<file path="config.mk">
export PLATFORM = sky130hd
export DESIGN_NAME = flash_burst_reader
export DESIGN_NICKNAME = d
export VERILOG_FILES = /design/src/rtl/flash_burst_reader.sv
export SDC_FILE = /design/constraint.sdc
export NUM_CORES = 1
export LEC_CHECK = 0
export ABC_AREA = 0
export BUFFER_PORTS_ARGS = -buffer_cell sky130_fd_sc_hd__buf_2
export CORE_MARGIN = 5
export CORE_UTILIZATION = 30
export DETAILED_ROUTE_END_ITERATION = 8
export PLACE_DENSITY = 0.5
export SYNTH_ARGS = -nofsm -noshare
export SYNTH_HDL_FRONTEND = slang
export SYNTH_SLANG_ARGS = --single-unit
</file>
<file path="constraint.sdc">
create_clock -name clk -period 2.9 [get_ports clk]
set_clock_uncertainty 0.1 [all_clocks]
set_input_delay 0.58 -clock clk [delete_from_list [all_inputs] [get_ports clk]]
set_output_delay 0.58 -clock clk [all_outputs]
set_load 0.01 [all_outputs]
</file>
<file path="src/rtl/flash_burst_reader.sv">
// Burst sequencer in front of the W25Q32JV fast-read engine: splits a burst into
// 2-byte fast-read transactions and streams the returned bytes out one at a time.
module flash_burst_reader #(
  parameter int FLASH_BYTES  = 4194304,
  parameter int CNT_W        = 16,
  parameter int WAIT_TIMEOUT = 1000
) (
  input  logic             clk,
  input  logic             rst,
  input  logic             start,
  input  logic [23:0]      start_addr,
  input  logic [CNT_W-1:0] byte_count,
  output logic             busy,
  output logic             done,
  output logic             error,
  output logic             fr_start,
  output logic [23:0]      fr_addr,
  input  logic             fr_done,
  input  logic [7:0]       fr_data_1,
  input  logic [7:0]       fr_data_2,
  output logic [7:0]       m_data,
  output logic             m_valid,
  input  logic             m_ready
);

  typedef enum logic [2:0] {
    S_IDLE,
    S_ISSUE,
    S_WAIT,
    S_DRAIN,
    S_FINISH
  } state_t;

  localparam int                TCNT_W    = $clog2(WAIT_TIMEOUT + 1);
  localparam logic [23:0]       ADDR_MASK = 24'(FLASH_BYTES - 1);
  localparam logic [TCNT_W-1:0] TCNT_LAST = TCNT_W'(WAIT_TIMEOUT - 1);

  state_t             state, next_state;
  logic [23:0]        cur_addr;
  logic [CNT_W-1:0]   remaining;
  logic [7:0]         buf0, buf1;
  logic [1:0]         nbuf;
  logic [TCNT_W-1:0]  tcnt;
  logic               zero_done;
  logic               error_q;

  logic               accept_start;
  logic               timeout;
  logic [1:0]         take;

  assign accept_start = (state == S_IDLE) && start && (byte_count != '0);
  assign timeout      = (state == S_WAIT) && !fr_done && (tcnt == TCNT_LAST);
  // Bytes kept from this transaction: the odd tail drops fr_data_2.
  assign take         = (remaining >= CNT_W'(2)) ? 2'd2 : remaining[1:0];

  // NOTE: sequential state uses non-blocking assignments so every flop samples
  // pre-edge values regardless of statement order.
  always_ff @(posedge clk) begin
    if (rst) state <= S_IDLE;
    else     state <= next_state;
  end

  // NOTE: next_state gets a default before the case so no path leaves it
  // unassigned, which would otherwise infer a latch.
  always_comb begin
    next_state = state;
    case (state)
      S_IDLE:   if (accept_start) next_state = S_ISSUE;
      S_ISSUE:  next_state = S_WAIT;
      S_WAIT: begin
        if (fr_done)      next_state = S_DRAIN;
        else if (timeout) next_state = S_IDLE;
      end
      S_DRAIN: begin
        if (m_ready && nbuf == 2'd1)
          next_state = (remaining != '0) ? S_ISSUE : S_FINISH;
      end
      S_FINISH: next_state = S_IDLE;
      default:  next_state = S_IDLE;
    endcase
  end

  always_comb begin
    busy     = (state != S_IDLE);
    done     = (state == S_FINISH) || zero_done;
    error    = error_q;
    fr_start = (state == S_ISSUE);
    fr_addr  = '0;
    m_valid  = (state == S_DRAIN);
    m_data   = '0;
    if (state == S_ISSUE || state == S_WAIT) fr_addr = cur_addr;
    if (state == S_DRAIN)                    m_data  = buf0;
  end

  always_ff @(posedge clk) begin
    if (rst) begin
      cur_addr  <= '0;
      remaining <= '0;
      buf0      <= '0;
      buf1      <= '0;
      nbuf      <= '0;
      tcnt      <= '0;
      zero_done <= 1'b0;
      error_q   <= 1'b0;
    end else begin
      zero_done <= (state == S_IDLE) && start && (byte_count == '0);
      error_q   <= timeout;
      case (state)
        S_IDLE: begin
          if (accept_start) begin
            cur_addr  <= start_addr & ADDR_MASK;
            remaining <= byte_count;
          end
        end
        S_ISSUE: tcnt <= '0;
        S_WAIT: begin
          if (fr_done) begin
            buf0      <= fr_data_1;
            buf1      <= fr_data_2;
            nbuf      <= take;
            remaining <= remaining - CNT_W'(take);
            cur_addr  <= (cur_addr + 24'd2) & ADDR_MASK;
          end else begin
            tcnt <= tcnt + TCNT_W'(1);
          end
        end
        S_DRAIN: begin
          if (m_ready) begin
            buf0 <= buf1;
            nbuf <= nbuf - 2'd1;
          end
        end
        default: ;
      endcase
    end
  end

endmodule

</file>
# Word-level counts from Yosys, hierarchy flattened
# Cells that the tools add are included.
[totals] latch_bits=0 memories=0 reg_bits=73 input_bits=61 word_cells=71 romBits=0 output_inout_bits=37 mem_bits_rw=0
[classes] div_mod_pow=0 n_mul=0 bitwise_logic=0 reduce_logical=22 magnitude_cmp=1 shift=0 n_addsub=4 n_eq_ne=12 n_mux=23
[op_table] operator="two-way mux 24 bit" count=3
[op_table] operator="case mux 24 bit (2 select lines)" count=1
[op_table] operator="two-way mux 16 bit" count=2
[op_table] operator="case mux 16 bit (2 select lines)" count=1
[op_table] operator="nonzero test 16 bit" count=2
[op_table] operator="two-way mux 8 bit" count=3
[op_table] operator="adder 22 x 2 -> 22 bit, second input constant" count=1
[op_table] operator="case mux 10 bit (2 select lines)" count=1
[op_table] operator=">= comparator 16 x 2 -> 1 bit, second input constant" count=1
[op_table] operator="logical NOT 16 bit" count=1
[op_table] operator="case mux 8 bit (2 select lines)" count=1
[op_table] operator="subtractor 16 x 2 -> 16 bit" count=1
[op_table] operator="two-way mux 3 bit" count=5
[op_table] operator="case mux 3 bit (4 select lines)" count=1
[op_table] operator="adder 10 x 1 -> 10 bit, second input constant" count=1
[op_table] operator="== test 10 bit, second input constant" count=1
[op_table] operator="two-way mux 10 bit" count=1
[op_table] operator="AND reduction 3 bit" count=3
[op_table] operator="== test 3 x 2 -> 1 bit, second input constant" count=2
[op_table] operator="logical AND 1 bit" count=6
[op_table] operator="two-way mux 2 bit" count=3
[op_table] operator="inequality test 2 bit, second input constant" count=3
[op_table] operator="nonzero test 2 bit" count=3
[op_table] operator="inequality test 2 x 1 -> 1 bit, second input constant" count=2
[op_table] operator="11 further kinds" count=13

# Longest topological paths before layout
[logic_depth] ltp_word=6 mapped_depth=10 mapped_depth_nobuf=9

# Least setup slack after synthesis
# OpenSTA, ideal clock, no wires.
[synth_timing] path_kind="register to register" start="register remaining[11]" end="register remaining[10]" arrival_ps=2255 setup_ps=132 synth_period_minus_slack_ps=2488 stages_incl_launch_ff=11 path_buffers=1 setup_slack_ps=412 t_required_ps=2668 cell_sequence="dfxtp_1 or4_1 clkbuf_1 nor2_1 a21o_1 ha_1 or3_1 nor3_1 mux2_2 nand2_1 a21oi_1"
[synth_via] elab_chain_len=5
[synth_rtl] item="start: declaration" line="40" rtl="logic [CNT_W-1:0] remaining;"
[synth_rtl] item="start signal: assignment" line="112" rtl="remaining <= byte_count;"
[synth_rtl] item="start signal: assignment" line="121" rtl="remaining <= remaining - CNT_W'(take);"
[synth_rtl] item=">= comparator 16 x 2 -> 1 bit" line="54" rtl="assign take = (remaining >= CNT_W'(2)) ? 2'd2 : remaining[1:0];"
[synth_rtl] item="two-way mux 2 bit" line="54"
[synth_rtl] item="subtractor 16 x 2 -> 16 bit" line="121"
[synth_rtl] item="two-way mux 16 bit" line="117" rtl="if (fr_done) begin"
[synth_rtl] item="case mux 16 bit (2 select lines)" line="108" rtl="case (state)"
# No other way between the ends. The select of a mux whose other input is x is not followed.
# A chain may end at the register's enable or synchronous reset.

# Final worst setup path
[layout_timing] start="register state[2]" end="output m_data[1]"
[layout_via] elab_chain_len=2
[layout_rtl] item="start: declaration" line="38" rtl="state_t state, next_state;"
[layout_rtl] item="start signal: assignment" line="60" rtl="else state <= next_state;"
[layout_rtl] item="== test 3 x 2 -> 1 bit" line="92" rtl="if (state == S_DRAIN) m_data = buf0;"
[layout_rtl] item="two-way mux 8 bit" line="92"
[layout_rtl] item="end: declaration" line="21" rtl="output logic [7:0] m_data,"
# No other way between the ends.

==> results.toml <==
[synth]
synth_cells = 543
yosysMostFrequentCell = "dfxtp_1"
yosys.cell_types.count = 59
synth_commonest_cells = "dfxtp_1, a21oi_1, nand2_1"
yosysTopAreaCellShare = 0.3514
synth_edf_count = 0
syn-cell-area_um2 = 4045
synthFlopType = "dfxtp_1"
syn_area_per_cell_um2 = 7.450
yosysTopAreaCell = "dfxtp_1"
synth.yosys.seq_area_share = 0.3514
synth.area.top_cells = "dfxtp_1, a21oi_1, nand2_1, nor2_1, nor2b_1"
yosysWarnings = 0
async_flop_share = 0
yosys_register_bits = 71

[timing]
setup_slack_ns = 0.2354
rsz0062_at_grt = "no"
drv_slew = 0
fin_setup_tns_ns = 0
whs_ns = 0.3569
max-slew-margin-rel = 0.4353
fmax_ghz = 0.3753
final-hold-violation-count = 0
fin_crit_ns = 2.665
setup_viol = 0
worst_pin_slew_ns = 0.8470
timing.final.crit_share = 0.9188

[job]
max-cap-violations = 0

[routing]
dr.pass1.iters = 4
wl_per_cell_um = 15.48
drt_wl_total_um = 12540
vias = 4238
drc_errors = 0
viasPerCell = 5.232
antenna_violating_nets_post_route = 0
drtIter0Drc = 218

[power_and_ir_drop]
clockPowerShare = 0.277
cellInternalPower_mw = 2.798
switching_share = 0.3943
comb_power_share = 0.414
p_leak_nw = 2.054
p_switching_mw = 1.821
ir_drop_uv = 327.4
powerDensity_nw_per_um2 = 910.9
seqPwrFrac = 0.309

[cells_and_area]
drive_gt1_frac = 0.2303
nets = 695
final-instance-count-excl-fill = 810
fillers = 1436
syn2layout_area_growth_pct = 25.36
final_cell_area_um2 = 5071
diodes = 0

[worst_setup_path]
cp_max_fo = 19
critical_path_arrival_ns = 1.98
critPathLaunchType = "register"
worstPathRequired_ns = 2.22
criticalPathCategory = "reg2out"
crit_path_end_kind = "output pin"

[status]
run_status = "finished clean"

[clocking]
cts.htree.levels = 3
cts_tree = "done"
cts.sinks = 71
clkTransAtPathRegs_ns = 0.06
numCtsBuffers = 9
cts_max_path_buffers = 2
clock_tree.root_cell = "clkbuf_16"
worst_skew_pair.late_latency_ns = 0.34

[die]
die_x_um = 126.1
rows = 42
ios = 98
die_h_um = 126.1
start_util = 0.3055
die_area_um2 = 15910
core_um2 = 13240

[place]
dp_cells = 795
place_area_um2 = 4733
gp_congestion = 0.8678
dp_hpwl_um = 8966
io_buffers = 93
place_ws_ns = 0.3666

[global_routing]
grt_pass1_wl_um = 21210
grt.total_usage = 0.1609
grt_max_degree = 43
grt_pass1_vias = 4226
gr-total-overflow = 0
grt_antenna_before_repair = 1

[min_path]
hp-class = "reg2reg"
## power by group through the flow
stage | registers [mW] | clock network, mW | logic [mW]
after floorplan | 1.36 | 0 | 1.36
after global placement | 1.43 | 0 | 1.90
after detailed placement | 1.44 | 0 | 1.92
after CTS | 1.42 | 1.31 | 1.93
after global routing | 1.47 | 1.35 | 2.17
final | 1.43 | 1.28 | 1.91
## final cells by class
cell class	instances	area (µm²)	share of cell area
clock inverter	6	110.1	0.02171
multi-input combinational	425	2417	0.4767
sequential	71	1421	0.2803
timing repair buffer	116	650.6	0.1283
tap	176	220.2	0.04342
clock buffer	9	225.2	0.04441
inverter	7	26.28	0.005181
## state kept, by name, indices dropped and copies added (netlist names)
name	cells
remaining	16
nbuf	2
buf0	8
buf1	8
zero_done	1
cur_addr	22
state	3
error	1
tcnt	10
## per-layer routing
layer | GRT usage | wire length [µm] | vias up
met5 | 0 | 11 | -
met4 | 0.05741 | 171 | 2
met3 | 0.03514 | 654 | 15
met2 | 0.2651 | 5865 | 101
met1 | 0.2075 | 5837 | 1987
li1 | - | - | 2133
## final timing paths
| path | cells after the start | slack, ns | endpoint | from |
|---|---|---|---|---|
| setup / recovery | 4 | 0.24 | m_data[1] | state[2] |
| hold / removal | 2 | 0.36 | buf1[2] | buf1[2] |
| setup reg to reg | 10 | 0.38 | remaining[10] | remaining[5] |
| hold reg to reg | 2 | 0.36 | buf1[2] | buf1[2] |
## repair_timing
action,CTS,global route
buffers inserted,0,0
gates resized for setup,1,0
hold buffers,0,0
setup endpoints to repair,1,0
endpoints found under the hold margin,0,0
## worst max-delay path, stage by stage (launching register included)
cell and delay [ns]:
dfxtp_1 0.54, nand3b_1 0.19, clkinv_1 0.42, and2_1 0.35, buf_2 0.14
## stage by stage
step / util / power [mW]
finish: 0.3829 / 4.619
global route: 0.3829 / 4.980
CTS: 0.3829 / 4.667
detailed placement: 0.3574 / 3.365
global placement: 0.3574 / 3.335
floorplan: - / 2.725
## cells in the final DEF, fill, tap and decap left out, drive strengths merged, types with 11 or more instances in the layout
| cell | Yosys | layout |
|---|---|---|
| nand3 | 16 | 16 |
| nor2 | 53 | 53 |
| nor2b | 21 | 21 |
| nor4 | 12 | 12 |
| buf | 13 | 116 |
| and2 | 12 | 12 |
| o21ai | 23 | 23 |
| a21oi | 69 | 69 |
| nand2 | 68 | 68 |
| nor3 | 24 | 24 |
| dfxtp | 71 | 71 |
| nand4 | 11 | 11 |
## cells by family after synthesis
group           count (synthesis)  share of synthesized area
compound gates                158                     0.2493
xor+xnor                        8                    0.01732
fa+ha+maj                       4                    0.01237
buf+inv                        48                    0.05474
flops                          71                     0.3514
mux                             2                   0.005258
other cells                     2                   0.001857
simple gates                  250                     0.3078
No activity file was read; power rests on OpenSTA's default activity.
